## src/rtl/rob_retire.sv

```systemverilog
// rtl/rob_retire.sv - reorder buffer with in-order retire and free-list rollback checkpoints
//
// Purpose: circular reorder buffer sitting at the consumer end of the free list.
//   At dispatch it records the new physical register (T), the previous mapping (T_old)
//   and the free-list head checkpoint. Completed entries retire in order, returning
//   T_old to the free list. On a branch squash it supplies the free-list head checkpoint
//   of the oldest squashed entry.
//
// Optional feature macro: ROB_RETIRE_BYPASS_EN
//   When defined, a full ROB whose head is retiring this cycle still accepts a dispatch
//   into the slot freed at the same edge.
//
// Ports:
//   clock, reset        system clock; synchronous active-high reset
//   dispatch_en         allocate an entry at tail (T_idx, T_old_idx, FL_idx recorded)
//   complete_en         mark entry complete_rob_idx complete (ignored if not valid)
//   rollback_en         squash every entry younger than rollback_rob_idx
//   ROB_valid, rob_idx  an entry can be accepted; index the next dispatch will use
//   retire_en           head entry retires at this edge, with retire_T_idx / retire_T_old_idx
//   FL_rollback_en      free-list head must be restored to FL_rollback_idx
//   head, tail, count   oldest pointer, next-allocate pointer, valid entry count

module rob_retire #(
  parameter int NUM_ROB = 8,
  parameter int NUM_PR  = 64,
  parameter int NUM_FL  = 32,
  parameter int ROB_W   = $clog2(NUM_ROB),
  parameter int PR_W    = $clog2(NUM_PR),
  parameter int FL_W    = $clog2(NUM_FL)
) (
  input  logic               clock,
  input  logic               reset,
  input  logic               dispatch_en,
  input  logic [PR_W-1:0]    T_idx,
  input  logic [PR_W-1:0]    T_old_idx,
  input  logic [FL_W-1:0]    FL_idx,
  input  logic               complete_en,
  input  logic [ROB_W-1:0]   complete_rob_idx,
  input  logic               rollback_en,
  input  logic [ROB_W-1:0]   rollback_rob_idx,
  output logic               ROB_valid,
  output logic [ROB_W-1:0]   rob_idx,
  output logic               retire_en,
  output logic [PR_W-1:0]    retire_T_idx,
  output logic [PR_W-1:0]    retire_T_old_idx,
  output logic               FL_rollback_en,
  output logic [FL_W-1:0]    FL_rollback_idx,
  output logic [ROB_W-1:0]   head,
  output logic [ROB_W-1:0]   tail,
  output logic [ROB_W:0]     count
);

  localparam int CNT_W = ROB_W + 1;
  localparam logic [CNT_W-1:0] FULL_CNT = CNT_W'(NUM_ROB);

  logic [NUM_ROB-1:0] valid;
  logic [NUM_ROB-1:0] complete;
  logic [PR_W-1:0]    t_mem     [NUM_ROB];
  logic [PR_W-1:0]    t_old_mem [NUM_ROB];
  logic [FL_W-1:0]    fl_mem    [NUM_ROB];

  logic               dispatch_acc;
  logic [ROB_W-1:0]   head_next;
  logic [ROB_W-1:0]   rb_young;   // oldest entry younger than the surviving branch
  logic               rb_active;
  logic [ROB_W-1:0]   rb_span;    // number of entries squashed
  logic [ROB_W-1:0]   rb_count;   // surviving entries after the squash edge
  logic [NUM_ROB-1:0] squash;

  assign retire_en        = valid[head] && complete[head];
  assign retire_T_idx     = retire_en ? t_mem[head]     : '0;
  assign retire_T_old_idx = retire_en ? t_old_mem[head] : '0;
  assign head_next        = head + ROB_W'(retire_en);

`ifdef ROB_RETIRE_BYPASS_EN
  assign ROB_valid = (count != FULL_CNT) || retire_en;
`else
  assign ROB_valid = (count != FULL_CNT);
`endif

  assign rob_idx      = tail;
  assign dispatch_acc = dispatch_en && ROB_valid && !rollback_en;

  // A rollback only does work when the branch entry is live and something younger exists.
  assign rb_young        = rollback_rob_idx + ROB_W'(1);
  assign rb_active       = rollback_en && valid[rollback_rob_idx] && (rb_young != tail);
  assign FL_rollback_en  = rb_active;
  assign FL_rollback_idx = rb_active ? fl_mem[rb_young] : '0;
  assign rb_span         = tail - rb_young;
  assign rb_count        = rb_young - head_next;

  // Entry i is squashed when its distance past rb_young (mod NUM_ROB) is below the span;
  // modular arithmetic handles wrap-around and the full case where head == tail.
  always_comb begin
    squash = '0;
    for (int i = 0; i < NUM_ROB; i++) begin
      squash[i] = rb_active && ((ROB_W'(i) - rb_young) < rb_span);
    end
  end

  always_ff @(posedge clock) begin
    if (reset) begin
      head     <= '0;
      tail     <= '0;
      count    <= '0;
      valid    <= '0;
      complete <= '0;
    end else begin
      if (complete_en && valid[complete_rob_idx]) begin
        complete[complete_rob_idx] <= 1'b1;
      end

      if (retire_en) begin
        valid[head]    <= 1'b0;
        complete[head] <= 1'b0;
      end
      head <= head_next;

      if (rb_active) begin
        for (int i = 0; i < NUM_ROB; i++) begin
          if (squash[i]) begin
            valid[i]    <= 1'b0;
            complete[i] <= 1'b0;
          end
        end
        tail  <= rb_young;
        count <= {1'b0, rb_count};
      end else begin
        tail  <= tail + ROB_W'(dispatch_acc);
        count <= count + CNT_W'(dispatch_acc) - CNT_W'(retire_en);
      end

      // Placed last so a bypassed dispatch into the slot freed by retire wins.
      if (dispatch_acc) begin
        valid[tail]     <= 1'b1;
        complete[tail]  <= 1'b0;
        t_mem[tail]     <= T_idx;
        t_old_mem[tail] <= T_old_idx;
        fl_mem[tail]    <= FL_idx;
      end
    end
  end

endmodule
```

## config.mk

```make
export PLATFORM = sky130hd
export DESIGN_NAME = rob_retire
export DESIGN_NICKNAME = d
export VERILOG_FILES = /design/src/rtl/rob_retire.sv
export SDC_FILE = /design/constraint.sdc
export NUM_CORES = 1
export LEC_CHECK = 0
export ABC_AREA = 1
export BUFFER_PORTS_ARGS = -buffer_cell sky130_fd_sc_hd__clkbuf_2
export CORE_ASPECT_RATIO = 0.9
export CORE_MARGIN = 2
export CORE_UTILIZATION = 35
export DETAILED_ROUTE_END_ITERATION = 10
export PLACE_DENSITY = 0.56
export SETUP_SLACK_MARGIN = 0.3
export SYNTH_ARGS = -nofsm -noshare
export SYNTH_HDL_FRONTEND = slang
export SYNTH_SLANG_ARGS = --single-unit
```

## constraint.sdc

```tcl
create_clock -name clock -period 7.05 [get_ports clock]
set_clock_uncertainty 0.1 [all_clocks]
set_input_delay 0.705 -clock clock [delete_from_list [all_inputs] [get_ports clock]]
set_output_delay 0.705 -clock clock [all_outputs]
set_load 0.02 [all_outputs]
```

; ---- Word-level counts from Yosys, hierarchy flattened
; Memory sizes are Yosys's and may differ from the RTL's. A register that Yosys moved wholly into a read port is not among the register bits.
; Cells that the tools add are included.
[totals]
reg_bits = 26
mem_bits_rw = 136
in_bits = 28
out_inout_bits = 33
memories = 3
[memory_table]
columns = memory, depth, word_bits, rd, rd_ports_with_merged_regs, wr, line_no
row1 = t_mem, 8, 6, 1, 1, 1, 58  ; logic [PR_W-1:0] t_mem [NUM_ROB];
row2 = t_old_mem, 8, 6, 1, 1, 1, 59  ; logic [PR_W-1:0] t_old_mem [NUM_ROB];
row3 = fl_mem, 8, 5, 1, 0, 1, 60  ; logic [FL_W-1:0] fl_mem [NUM_ROB];
[classes]
add_sub_neg = 15
magnitude_cmp = 15
n_eq_ne = 2
muxes = 50
n_bitwise = 7
n_reduce_logical = 19
[ops]
columns = op, count
row1 = 2-to-1 mux 8 bit, 10
row2 = 2-to-1 mux 1 bit, 26
row3 = bitwise AND 8 bit, 3
row4 = less-than comparator 3 bit, 8
row5 = logical AND 1 bit, 17
row6 = "less-than comparator 3 x 4 -> 1 bit, second input constant", 4
row7 = NOT 8 bit, 2
row8 = OR 8 bit, 2
row9 = binary-select mux 1 bit (select 3 bit), 4
row10 = 2-to-1 mux 3 bit, 4
row11 = 2-to-1 mux 6 bit, 2
row12 = "subtractor 3 bit, first input constant", 4
row13 = demux 1 bit (select 3 bit), 3
row14 = ">= comparator 3 x 1 -> 1 bit, second input constant", 3
row15 = adder 3 x 1 -> 3 bit, 2
row16 = "subtractor 1 x 3 -> 3 bit, first input constant", 2
row17 = "subtractor 2 x 3 -> 3 bit, first input constant", 2
row18 = subtractor 3 bit, 2
row19 = 2-to-1 mux 5 bit, 1
row20 = adder 4 x 1 -> 4 bit, 1
row21 = "!= test 4 bit, second input constant", 1
row22 = subtractor 4 x 1 -> 4 bit, 1
row23 = "adder 3 x 1 -> 3 bit, second input constant", 1
row24 = != test 3 bit, 1
row25 = other kinds (2), 2

; ---- Logic depth before layout (Yosys ltp)
; Gate-level depths: netlist of the first run.
[depth]
word_depth = 14
mapped_depth = 19
ltp_nobuf = 18

; ---- Least setup slack after synthesis of the first run
; Ideal clock, no wire load.
[synth_path]
kind = register to register
startpoint = reg head[1]
endpoint = reg count[2]
arrival_ps = 2960
required_time_ps = 6880
path_slack_ps = 3920
path_stages_with_launch = 18
path_buffers = 2
synth_period_minus_slack_ps = 3130
path_cell_list = dfxtp_1 -> buf_6 -> clkinv_2 -> nand3_4 -> o21ai_1 -> nor2_1 -> nand2_4 -> nand2_4 -> buf_6 -> inv_1 -> ha_1 -> ha_1 -> inv_1 -> fa_1 -> xor2_1 -> xor2_1 -> nand2_1 -> a21oi_1
[synth_between]
elab_chain_cells = 6
word_cells_on_any_way = 9
cone_classes = 3 x add/sub / 5 x mux / 1 x reduce/logical
[synth_lines]
columns = item, line_no
row1 = from (decl), 48  ; output logic [ROB_W-1:0] head,
row2 = from (signal assigned), 117  ; head <= head_next;
row3 = binary-select mux 1 bit (select 3 bit), 70  ; assign retire_en = valid[head] && complete[head];
row4 = 2-to-1 mux 1 bit (implied by the code), 70
row5 = logical AND 1 bit (*), 70
row6 = named net retire_en, 43  ; output logic retire_en,
row7 = adder 3 x 1 -> 3 bit (*), 73  ; assign head_next = head + ROB_W'(retire_en);
row8 = named net head_next[1], 63  ; logic [ROB_W-1:0] head_next;
row9 = subtractor 3 bit (*), 90  ; assign rb_count = rb_young - head_next;
row10 = 2-to-1 mux 3 bit (*), 119  ; if (rb_active) begin
row11 = to (signal assigned), 127  ; count <= {1'b0, rb_count};
row12 = to (signal assigned), 130  ; count <= count + CNT_W'(dispatch_acc) - CNT_W'(retire_en);
row13 = to (decl), 50  ; output logic [ROB_W:0] count
; The timed path passes the listed nets; every way through them passes the cells marked *. The select of a mux whose other input is x is not followed.
; A chain may end at the register's enable or synchronous reset.

; ---- Worst setup path after layout of the first run
[layout_path]
startpoint = in rollback_rob_idx[0]
endpoint = out FL_rollback_idx[1]
[layout_between]
elab_chain_cells = 5
word_cells_on_any_way = 8
cone_classes = 1 x add/sub / 1 x eq/ne / 3 x mux / 2 x reduce/logical / 1 x memory
[layout_lines]
columns = item, line_no
row1 = from (decl), 40  ; input logic [ROB_W-1:0] rollback_rob_idx,
row2 = branches (longest 4 deep; another with memory (8 x 5 bit)), -
row3 = 2-to-1 mux 5 bit (*), 88  ; assign FL_rollback_idx = rb_active ? fl_mem[rb_young] : '0;
row4 = to (decl), 47  ; output logic [FL_W-1:0] FL_rollback_idx,
; Mark *: on every way between the ends. The select of a mux whose other input is x is not followed.

==> metrics.md, run 1 <==
| Metric | Value |
|---|---|
| Rows | 50 |
| R2R Path Start | head[0] |
| Non-Filler Instances | 1058 |
| Port Buf Inserts | 60 |
| Drt first pass iters | 5 |
| Synth cell types | 40 |
| Vias per inst | 4.958 |
| Root buf cell | clkbuf_16 |
| Maximum fanout along the worst path | 21 |
| Pre-CTS WS | 2.883 ns |
| Post-synth ARST share | 0 |
| Die X | 157.6 µm |
| Max-slew headroom | 0.4515 |
| DRT antenna net count | 0 |
| Gp weighted congestion | 0.8265 |
| Most frequent cells in the layout | edfxtp_1, nand2_1, inv_1, nor2_1, clkbuf_2 |
| Peak Freq | 238.4 MHz |
| Seq/Total Area, Yosys | 0.6194 |
| Setup-failing EPs final | 0 |
| Setup TNS | 0 ns |
| Pin count of the biggest net entering global routing | 22 |
| Final hold viol count | 0 |
| WHS Path Cells | 2 |
| Num CTS Buffers | 17 |
| Area share of the largest cell type after synthesis | 0.5494 |
| CP startpoint kind | input port |
| Detail Placement HPWL | 11910 µm |
| Slew @ Worst Pin | 0.8208 ns |
| Power per cell area | 258.4 nW/µm² |
| Status | finished clean |
| Data required, critical path | 6.24 ns |
| Initial DRC count | 528 |
| Hold Buf Count CTS | 0 |
| Yosys top cell by area | edfxtp_1 |
| Sequential Area | 4604 µm² |
| Tcrit/Tclk final | 0.5951 |
| Met2 Usage GRT | 0.2760 |
| Die ar. | 22420 µm² |
| Nets | 812 |
| Final Critical Period | 4.195 ns |
| Average wire per standard cell | 17.70 µm |
| Overflow after GRT | 0 |
| Share of cells above drive strength 1 | 0.1788 |
| GR Util All Layers | 0.1758 |
| Synth Register Bits | 162 |
| R2R Path End | count[2] |
| WS Path Type | in -> out |
| Mapped Cells | 699 |
| Starting Density | 0.3568 |
| Main area contributors after synthesis | edfxtp_1, dfxtp_1, nand2_1 |
| DP Cell Count | 1026 |
| Ys flop type | edfxtp_1 |
| CTS H-tree depth | 4 |
| Clk_lat worst skew | 0.43 ns |
| Syn Area/Cell | 10.63 µm² |
| Synth-to-layout area growth | 15.84% |
| Multi-input logic area | 2409 µm² |
| VDD IR max | 117.2 µV |
| # Post-CTS Setup Buffers | 0 |
| Setup crit end kind | output pin |
| Initial antenna violation count | 0 |
| Clock slew at reported path FFs | 0.07 ns |
| I/O pin count | 61 |
| R2R depth | 16 |
| Yosys warning total | 0 |
| Unrepaired setup endpoints after global routing | no |
| GR peak layer | met2 |
| Commonest non-fill, non-tap cell in the layout | edfxtp_1 |
| EDFF count, synth | 136 |
| Met3 usage in global routing | 0.03502 |
| Global-route wire length before repair | 29060 µm |
| Clk buf depth | 2 |
| Vias in the first global route | 5063 |
| Critical path arrival | 3.39 ns |
| R2R Setup Slk | 3.19 ns |
| Core Area | 20830 µm² |
| Hold EP | complete[7] |
| Via count | 5246 |
| CTS tree | done |
| Post-Syn Area | 7433 µm² |
| P_leak | 3.378 nW |
| Antenna cells | 0 |
| Post-Route WL | 18730 µm |
| Final setup margin | 2.855 ns |
| Maxcap violations | 0 |
| Filler cell count | 1965 |
| Die Y | 142.3 µm |
| M1 GR Usage | 0.2440 |
| Slew Viols, Final | 0 |
| Post-CTS sizing | 0 |
| TritonCTS Sinks | 162 |
| Hold path startpoint | complete[7] |
| Hold Path Class | reg -> reg |
| Post-synth net total | 752 |
| Post-route DRC | 0 |
[report_power, final]
part / switching (mW) / internal [mW] / leakage [nW] / total (mW)
logic: 0.160 / 0.0757 / 1.65 / 0.236
clock network: 0.414 / 0.505 / 0.292 / 0.919
registers: 0.0140 / 1.06 / 1.44 / 1.07
total: 0.588 / 1.64 / 3.38 / 2.23
[through the flow]
step | hold slack, ns | util | instance area, µm² | power (mW)
3_3_place_gp | 0.4033 | 0.3848 | 8016 | 1.325
2_1_floorplan | 0.3517 | - | 7433 | 1.251
5_1_grt | 0.4585 | 0.4133 | 8611 | 2.323
3_5_place_dp | 0.3890 | 0.3848 | 8016 | 1.326
6_report | 0.4203 | 0.4133 | 8611 | 2.225
4_1_cts | 0.4231 | 0.4133 | 8611 | 2.243
[worst max-delay path, stage by stage]
cell and delay (ns):
clkbuf_2 0.37, inv_2 0.16, ha_1 0.43, nand2_1 0.09, inv_1 0.09, nor3_1 0.05
nand2_1 0.06, nand2_1 0.06, nor2_2 0.61, inv_1 0.37, nor2_1 0.20, clkbuf_2 0.19
[flip-flops by register name, indices dropped and copies added (netlist names)]
signal	cells
t_old_mem	48
complete	8
t_mem	48
rob_idx	3
head	3
valid	8
count	4
fl_mem	40
[how the worst max path moves through the flow]
stage                               endpoint                start  depth (start not counted)
final                     FL_rollback_idx[1]  rollback_rob_idx[0]                         12
after global routing      FL_rollback_idx[2]  rollback_rob_idx[0]                         12
after CTS                 FL_rollback_idx[1]  rollback_rob_idx[0]                         12
after detailed placement  FL_rollback_idx[1]  rollback_rob_idx[0]                         12
after global placement    FL_rollback_idx[1]  rollback_rob_idx[0]                         12
after floorplan                     count[2]              head[1]                         17
[logic make-up (layout without fill, tap and decap cells)]
| logic type | after synthesis | count (layout) | share of synthesized area |
|---|---|---|---|
| simple gates | 311 | 311 | 0.1942 |
| flops | 162 | 162 | 0.6194 |
| buf+inv | 103 | 176 | 0.05992 |
| compound gates | 92 | 92 | 0.07524 |
| fa+ha+maj | 25 | 25 | 0.04410 |
| xor+xnor | 6 | 6 | 0.007069 |
[layout make-up]
class	instances	share of cell area
Sequential cell	162	0.5347
Multi-Input combinational cell	434	0.2797
Clock buffer	17	0.04940
Tap cell	286	0.04156
Timing Repair Buffer	67	0.04098
Inverter	77	0.03400
Clock inverter	15	0.01962
[routing by layer]
layer,vias up,wire length [µm]
li1,2561,-
met1,2514,8689
met2,153,8744
met3,18,956
met4,0,341
met5,-,0
[Yosys cell counts (5+ instances only)]
cell,number
buf_4,5
or2_2,13
buf_2,11
clkbuf_1,7
nand3_1,41
o21ai_0,15
nor3_1,21
a21oi_1,11
dfxtp_1,26
nand4_1,9
ha_1,23
nor2_1,77
o22ai_1,41
inv_1,71
o21bai_1,6
o21ai_1,5
nand2_1,132
o31ai_1,5
edfxtp_1,136
xor2_1,5
No activity file was read; power rests on OpenSTA's default activity.
==> run 2: changes to the inputs <==
ABC_AREA = 0   (was 1)
PLACE_DENSITY = 0.58   (was 0.56)
clock period = 3.4 ns   (was 7.05 ns; I/O delays follow)
==> metrics.md, run 2 <==
| Metric | Value |
|---|---|
| Die ar. | 22640 µm² (was 22420 µm²) |
| Hold Path Class | in -> reg (was reg -> reg) |
| Non-Filler Instances | 908 (was 1058) |
| Share of cells above drive strength 1 | 0.2830 (was 0.1788) |
| Slew @ Worst Pin | 0.7421 ns (was 0.8208 ns) |
| Post-Syn Area | 7507 µm² (was 7433 µm²) |
| Pre-CTS WS | 0.3160 ns (was 2.883 ns) |
| Mapped Cells | 536 (was 699) |
| Max-slew headroom | 0.5053 (was 0.4515) |
| Vias in the first global route | 4783 (was 5063) |
| Hold Buf Count CTS | 0 (unchanged) |
| Power per cell area | 528.4 nW/µm² (was 258.4 nW/µm²) |
| Post-synth net total | 589 (was 752) |
| Top-count cell post-synth | edfxtp_1 (unchanged) |
| Post-route DRC | 0 (unchanged) |
| Clk buf depth | 2 (unchanged) |
| CTS tree | done (unchanged) |
| Cell Chain, Critical Path | mux4_2 > mux2_2 > o21ai_1 > inv_2 > ha_1 > ha_1 > inv_1 > fa_1 > xnor2_1 > nor2_1 > a211oi_2 (was clkbuf_2 > inv_2 > ha_1 > nand2_1 > inv_1 > nor3_1 > nand2_1 > nand2_1 > nor2_2 > inv_1 > nor2_1 > clkbuf_2) |
| Top Registers | t_mem (48), t_old_mem (48), fl_mem (40) (unchanged) |
| Nets | 662 (was 812) |
| DRT antenna net count | 0 (unchanged) |
| Rows | 50 (unchanged) |
| Area share of the largest cell type after synthesis | 0.5440 (was 0.5494) |
| Syn Area/Cell | 14.01 µm² (was 10.63 µm²) |
| Die X | 158.4 µm (was 157.6 µm) |
| Buf+Inv Stages, Crit Path | 2 (was 5) |
| Cell family with most CP delay | adder cells (was buffers and inverters) |
| Unrepaired setup endpoints after global routing | yes (was no) |
| Yosys warning total | 0 (unchanged) |
| Main area contributors after synthesis | edfxtp_1, dfxtp_1, mux4_2 (was edfxtp_1, dfxtp_1, nand2_1) |
| Hold path startpoint | FL_idx[4] (was complete[7]) |
| P_leak | 3.186 nW (was 3.378 nW) |
| Max stage delay on crit path | 0.54 ns (was 0.61 ns) |
| Initial antenna violation count | 0 (unchanged) |
| Post-synthesis compound-gate area fraction | 0.08733 (was 0.07524) |
| Overflow after GRT | 0 (unchanged) |
| Port Buf Inserts | 60 (unchanged) |
| Slew Viols, Final | 0 (unchanged) |
| CP dominant cell by count | ha_1 (was nand2_1) |
| Drt first pass iters | 5 (unchanged) |
| Clock slew at reported path FFs | 0.07 ns (about the same) |
| Status | finished clean (unchanged) |
| Setup crit end kind | flip-flop (was output pin) |
| Most frequent cells in the layout | edfxtp_1, clkbuf_2, nand2_1, inv_1, nor2_1 (was edfxtp_1, nand2_1, inv_1, nor2_1, clkbuf_2) |
| Commonest non-fill, non-tap cell in the layout | edfxtp_1 (unchanged) |
| Average wire per standard cell | 19.44 µm (was 17.70 µm) |
| Critical path arrival | 3.22 ns (was 3.39 ns) |
| Root buf cell | clkbuf_16 (unchanged) |
| Num CTS Buffers | 17 (unchanged) |
| TritonCTS Sinks | 162 (unchanged) |
| Post-Synth Adder-Cell Area | 0.04367 (was 0.04410) |
| Xor-xnor portion of the synthesized cell area | 0.02017 (was 0.007070) |
| Gp weighted congestion | 0.8866 (was 0.8265) |
| Initial DRC count | 455 (was 528) |
| Global-route wire length before repair | 27300 µm (was 29060 µm) |
| Post-synthesis mux area share | 0.09767 (was 0) |
| Largest family of logic cells by synthesized area | multiplexers (was simple AND/OR/NAND/NOR gates) |
| Hold Slack | 0.08542 ns (was 0.4203 ns) |
| GR Util All Layers | 0.1651 (was 0.1758) |
| Via count | 4665 (was 5246) |
| R2R Setup Slk | 0.43 ns (was 3.19 ns) |
| Synth Register Bits | 162 (unchanged) |
| Peak Freq | 336.6 MHz |
| Data required, critical path | 3.65 ns (was 6.24 ns) |
| Critical path launch point | head[0] (was rollback_rob_idx[0]) |
| Seq/Total Area, Yosys | 0.6133 (was 0.6194) |
| Setup-failing EPs final | 0 (unchanged) |
| Commonest cells post-synth | edfxtp_1, nand2_1, inv_1 (was edfxtp_1, nand2_1, nor2_1) |
| DP Cell Count | 873 (was 1026) |
| Setup TNS | 0 ns (unchanged) |
| Vias per inst | 5.138 (was 4.958) |
| CTS H-tree depth | 4 (unchanged) |
| WS Path Type | reg -> reg (was in -> out) |
| VDD IR max | 308.6 µV (was 117.2 µV) |
| Antenna cells | 0 (unchanged) |
| Synth cell types | 69 (was 40) |
| Ys flop type | edfxtp_1 (unchanged) |
| Starting Density | 0.3593 (was 0.3568) |
| Synth-to-layout area growth | 17.95% (was 15.84%) |
| R2R Path Start | head[0] (unchanged) |
| Clk_lat worst skew | 0.43 ns (about the same) |
| Final Critical Period | 2.971 ns |
| Maximum fanout along the worst path | 6 (was 21) |
| I/O pin count | 61 (unchanged) |
| Die Y | 142.9 µm (was 142.3 µm) |
| Core Area | 20900 µm² (was 20830 µm²) |
| Yosys top cell by area | edfxtp_1 (unchanged) |
| Pin count of the biggest net entering global routing | 35 (was 22) |
| Slowest cell on crit path | mux4_2 (was nor2_2) |
| CP startpoint kind | flip-flop (was input port) |
| Maxcap violations | 0 (unchanged) |
| Post-Synth Simple-Gate Area | 0.09417 (was 0.1942) |
| Detail Placement HPWL | 11900 µm (was 11910 µm) |
| Post-Route WL | 17650 µm (was 18730 µm) |
| Final hold viol count | 0 (unchanged) |
| EDFF count, synth | 136 (unchanged) |
| Final setup margin | 0.4291 ns (was 2.855 ns) |
| Post-synth ARST share | 0 (unchanged) |
| Tcrit/Tclk final | 0.8738 |
## run 2: changes by cell type after synthesis, moves of 11 or more
cell,before,now
nor3_1,21,10
nor2_1,77,32
a21oi_1,11,22
or2_2,13,0
o22ai_1,41,14
mux4_2,0,18
nand2_1,132,35
nor2b_1,0,12
nand3_1,41,8
inv_1,71,34
mux2i_1,0,20
## run 2: cell type report
class                      count  area [µm²]
clock buffer                  17       425.4
clock inverter                15       172.7
fill                        1914       12040
inverter                      35       131.4
multi-input combinational    306        2601
sequential                   162        4611
tap                          286       357.8
timing repair buffer          87       555.5
## run 2: cells by family (layout without fill, tap and decap cells)
group	count (synthesis)	in the layout
fa+ha+maj	25	25
mux	49	49
flops	162	162
simple gates	131	131
compound gates	87	87
xor+xnor	14	14
buf+inv	68	154
## run 2: what timing repair did
action | 4_1_cts | 5_1_grt
resized for setup | 3 | 6
gates cloned | 0 | 0
buffers inserted | 0 | 3
endpoints found under the setup margin | 3 | 7
## run 2: final timing paths
kind | cells past startpoint | endpoint
hold reg to reg | 2 | valid[0]
hold / removal | 1 | fl_mem[5][4]
setup / recovery | 11 | count[2]
setup reg to reg | 11 | count[2]
## run 2: stage by stage
stage	area [µm²]	power [mW]	utilization
after global placement	8208	2.793	0.3928
after detailed placement	8208	2.809	0.3928
final	8855	4.679	0.4238
after global routing	8855	4.869	0.4238
after floorplan	7538	2.649	-
after CTS	8817	4.727	0.4220
## run 2: per-layer routing
metal,vias up,global-route usage,wire (µm)
li1,2193,-,-
met1,2303,0.2243,7865
met2,148,0.2627,8320
met3,21,0.04522,1248
met4,0,0.04220,213
met5,-,0,0
## run 2: power by group
part / internal [mW] / switching [mW] / leakage [nW]
registers: 2.19 / 0.0208 / 1.44
logic: 0.221 / 0.328 / 1.46
clock network: 1.10 / 0.816 / 0.287
## run 2: worst register-to-register path, delay by kind of cell (launching register included)
kind                     cells  cell delay [ns]
flip-flops                   1             0.39
XOR/XNOR                     1             0.17
adder cells (fa/ha/maj)      3             0.88
multiplexers                 2             0.82
buffers and inverters        2             0.15
AND/OR/NAND/NOR              1             0.07
AO/OA/AOI/OAI                2             0.31
==> run 3: changes to the inputs <==
==> constraint.sdc (replaced) <==
create_clock -name clock -period 3.4 [get_ports clock]
set_clock_uncertainty 0.1 [all_clocks]
set_input_delay 0 -clock clock [delete_from_list [all_inputs] [get_ports clock]]
set_output_delay 0 -clock clock [all_outputs]
set_load 0.02 [all_outputs]
==> metrics.md, run 3 (same netlist as run 2, synthesis figures left out) <==
| Metric | Value |
|---|---|
| Setup TNS | 0 ns (unchanged) |
| Via count | 4764 (was 4665) |
| Setup-failing EPs final | 0 (unchanged) |
| Post-Route WL | 17810 µm (was 17650 µm) |
| Vias per inst | 5.117 (was 5.138) |
| Unrepaired setup endpoints after global routing | yes (unchanged) |
| R2R Path End | count[2] (unchanged) |
| Setup crit end | count[2] (unchanged) |
| Slew @ Worst Pin | 0.7430 ns (was 0.7421 ns) |
| Data required, critical path | 3.64 ns (was 3.65 ns) |
| Sequential Area | 4607 µm² (was 4611 µm²) |
| P_leak | 3.291 nW (was 3.186 nW) |
| Detail Placement HPWL | 11940 µm (was 11900 µm) |
| Top Registers | t_mem (48), t_old_mem (48), fl_mem (40) (unchanged) |
| R2R depth | 11 (unchanged) |
| Die ar. | 22640 µm² (unchanged) |
| Final Critical Period | 2.958 ns (was 2.971 ns) |
| Average wire per standard cell | 19.13 µm (was 19.44 µm) |
| Drt first pass iters | 5 (unchanged) |
| Tcrit/Tclk final | 0.8701 (was 0.8738) |
| Initial antenna violation count | 0 (unchanged) |
| VDD IR max | 218.7 µV (was 308.6 µV) |
| Multi-input logic area | 2586 µm² (was 2601 µm²) |
| Share of cells above drive strength 1 | 0.2667 (was 0.2830) |
| R2R Path Start | head[0] (unchanged) |
| DRT antenna net count | 0 (unchanged) |
| Setup crit end kind | flip-flop (unchanged) |
| Nets | 686 (was 662) |
| Max-slew headroom | 0.5047 (was 0.5053) |
| Overflow after GRT | 0 (unchanged) |
| Status | finished clean (unchanged) |
| I/O pin count | 61 (unchanged) |
| Cell Chain, Critical Path | mux4_2 > mux2_2 > o21ai_1 > inv_2 > ha_1 > ha_1 > inv_1 > fa_1 > xnor2_1 > nor2_1 > a211oi_2 (unchanged) |
| Rows | 50 (unchanged) |
| Port Buf Inserts | 60 (unchanged) |
| Vias in the first global route | 4823 (was 4783) |
| Power per cell area | 520.0 nW/µm² (was 528.4 nW/µm²) |
| Post-route DRC | 0 (unchanged) |
| WHS Path Cells | 2 (was 1) |
| TritonCTS Sinks | 162 (unchanged) |
| Initial DRC count | 415 (was 455) |
| Critical path arrival | 3.20 ns (was 3.22 ns) |
| Slew Viols, Final | 0 (unchanged) |
| Global-route wire length before repair | 27280 µm (was 27300 µm) |
| CTS H-tree depth | 4 (unchanged) |
| Clock slew at reported path FFs | 0.07 ns (about the same) |
| Max stage delay on crit path | 0.54 ns (about the same) |
| Critical path launch point | head[0] (unchanged) |
| Hold Path Class | in -> reg (unchanged) |
| Most frequent cells in the layout | edfxtp_1, clkbuf_2, nand2_1, inv_1, nor2_1 (unchanged) |
| CP startpoint kind | flip-flop (unchanged) |
| Starting Density | 0.3593 (unchanged) |
| Clk_lat worst skew | 0.43 ns (about the same) |
| WS Path Type | reg -> reg (unchanged) |
| Gp weighted congestion | 0.8427 (was 0.8866) |
| Die X | 158.4 µm (unchanged) |
| Antenna cells | 0 (unchanged) |
| Peak Freq | 338.0 MHz (was 336.6 MHz) |
| Die Y | 142.9 µm (unchanged) |
| Filler cell count | 1926 (was 1914) |
| GR Util All Layers | 0.1644 (was 0.1651) |
| Maximum fanout along the worst path | 5 (was 6) |
| Hold Slack | 0.1351 ns (was 0.08542 ns) |
| Maxcap violations | 0 (unchanged) |
| Core Area | 20900 µm² (unchanged) |
| Clk buf depth | 2 (unchanged) |
| CTS tree | done (unchanged) |
| R2R Setup Slk | 0.44 ns (was 0.43 ns) |
| Synth-to-layout area growth | 21.27% (was 17.95%) |
| Commonest non-fill, non-tap cell in the layout | edfxtp_1 (unchanged) |
| Slowest cell on crit path | mux4_2 (unchanged) |
| CP dominant cell by count | ha_1 (unchanged) |
| Num CTS Buffers | 17 (unchanged) |
| Pin count of the biggest net entering global routing | 29 (was 35) |
| Root buf cell | clkbuf_16 (unchanged) |
| Final hold viol count | 0 (unchanged) |
run 3: cell count changes in the layout (fill, tap and decap cells not counted), sizes merged:
cell and delta:
buf -1, bufinv +1, clkinv -1, clkinvlp +1
dlygate4sd3 +25, inv -2
run 3: final cells by class:
| cell class | count | area share |
|---|---|---|
| multi-input cells | 306 | 0.2841 |
| clock buffers | 17 | 0.04673 |
| clock inverters | 14 | 0.01979 |
| inverters | 35 | 0.01443 |
| flip-flops and latches | 162 | 0.5060 |
| well taps | 286 | 0.03931 |
| repair buffers | 111 | 0.08961 |
run 3: per-layer routing:
layer | vias to the layer above | wire length (µm) | global-route usage
met5 | - | 0 | 0
met4 | 0 | 223 | 0.04078
met3 | 19 | 976 | 0.04036
met2 | 132 | 8609 | 0.2730
met1 | 2385 | 8002 | 0.2171
li1 | 2228 | - | -
run 3: critical path, delay by kind of cell (launching register included):
| family | cells | cell delay, ns |
|---|---|---|
| fa+ha+maj | 3 | 0.87 |
| mux | 2 | 0.82 |
| flops | 1 | 0.37 |
| compound gates | 2 | 0.33 |
| buf+inv | 2 | 0.16 |
| xor+xnor | 1 | 0.16 |
| simple gates | 1 | 0.07 |
run 3: metrics by stage:
stage,util,instance area (µm²),std cells,worst slack (ns),power (mW)
final,0.4357,9104,931,0.4418,4.734
after floorplan,-,7510,536,0.3095,2.636
after global routing,0.4357,9104,931,0.2598,4.914
after CTS,0.4348,9085,931,0.3504,4.763
after global placement,0.3938,8229,875,0.4442,2.777
after detailed placement,0.3938,8229,875,0.3545,2.795
run 3: what timing repair did:
item                                   in CTS  in global routing
setup endpoints to repair                   0                  9
endpoints found under the hold margin     142                  0
buffers inserted                            0                  0
hold buffers                               25                  0
resized for setup                           0                  4
run 3: worst min path at each step:
stage / start / to / slack, ns
floorplan: FL_idx[0] / fl_mem[0][0] / -0.001
global placement: FL_idx[4] / fl_mem[1][4] / 0.17
detailed placement: T_old_idx[1] / t_old_mem[4][1] / 0.19
CTS: reset / rob_idx[0] / 0.12
global route: reset / rob_idx[1] / 0.16
finish: reset / rob_idx[0] / 0.14
run 3: where the power goes:
part,leakage [nW],switching [mW],internal (mW)
logic,1.56,0.332,0.232
clock network,0.290,0.792,1.16
registers,1.44,0.0227,2.19
total,3.29,1.15,3.59
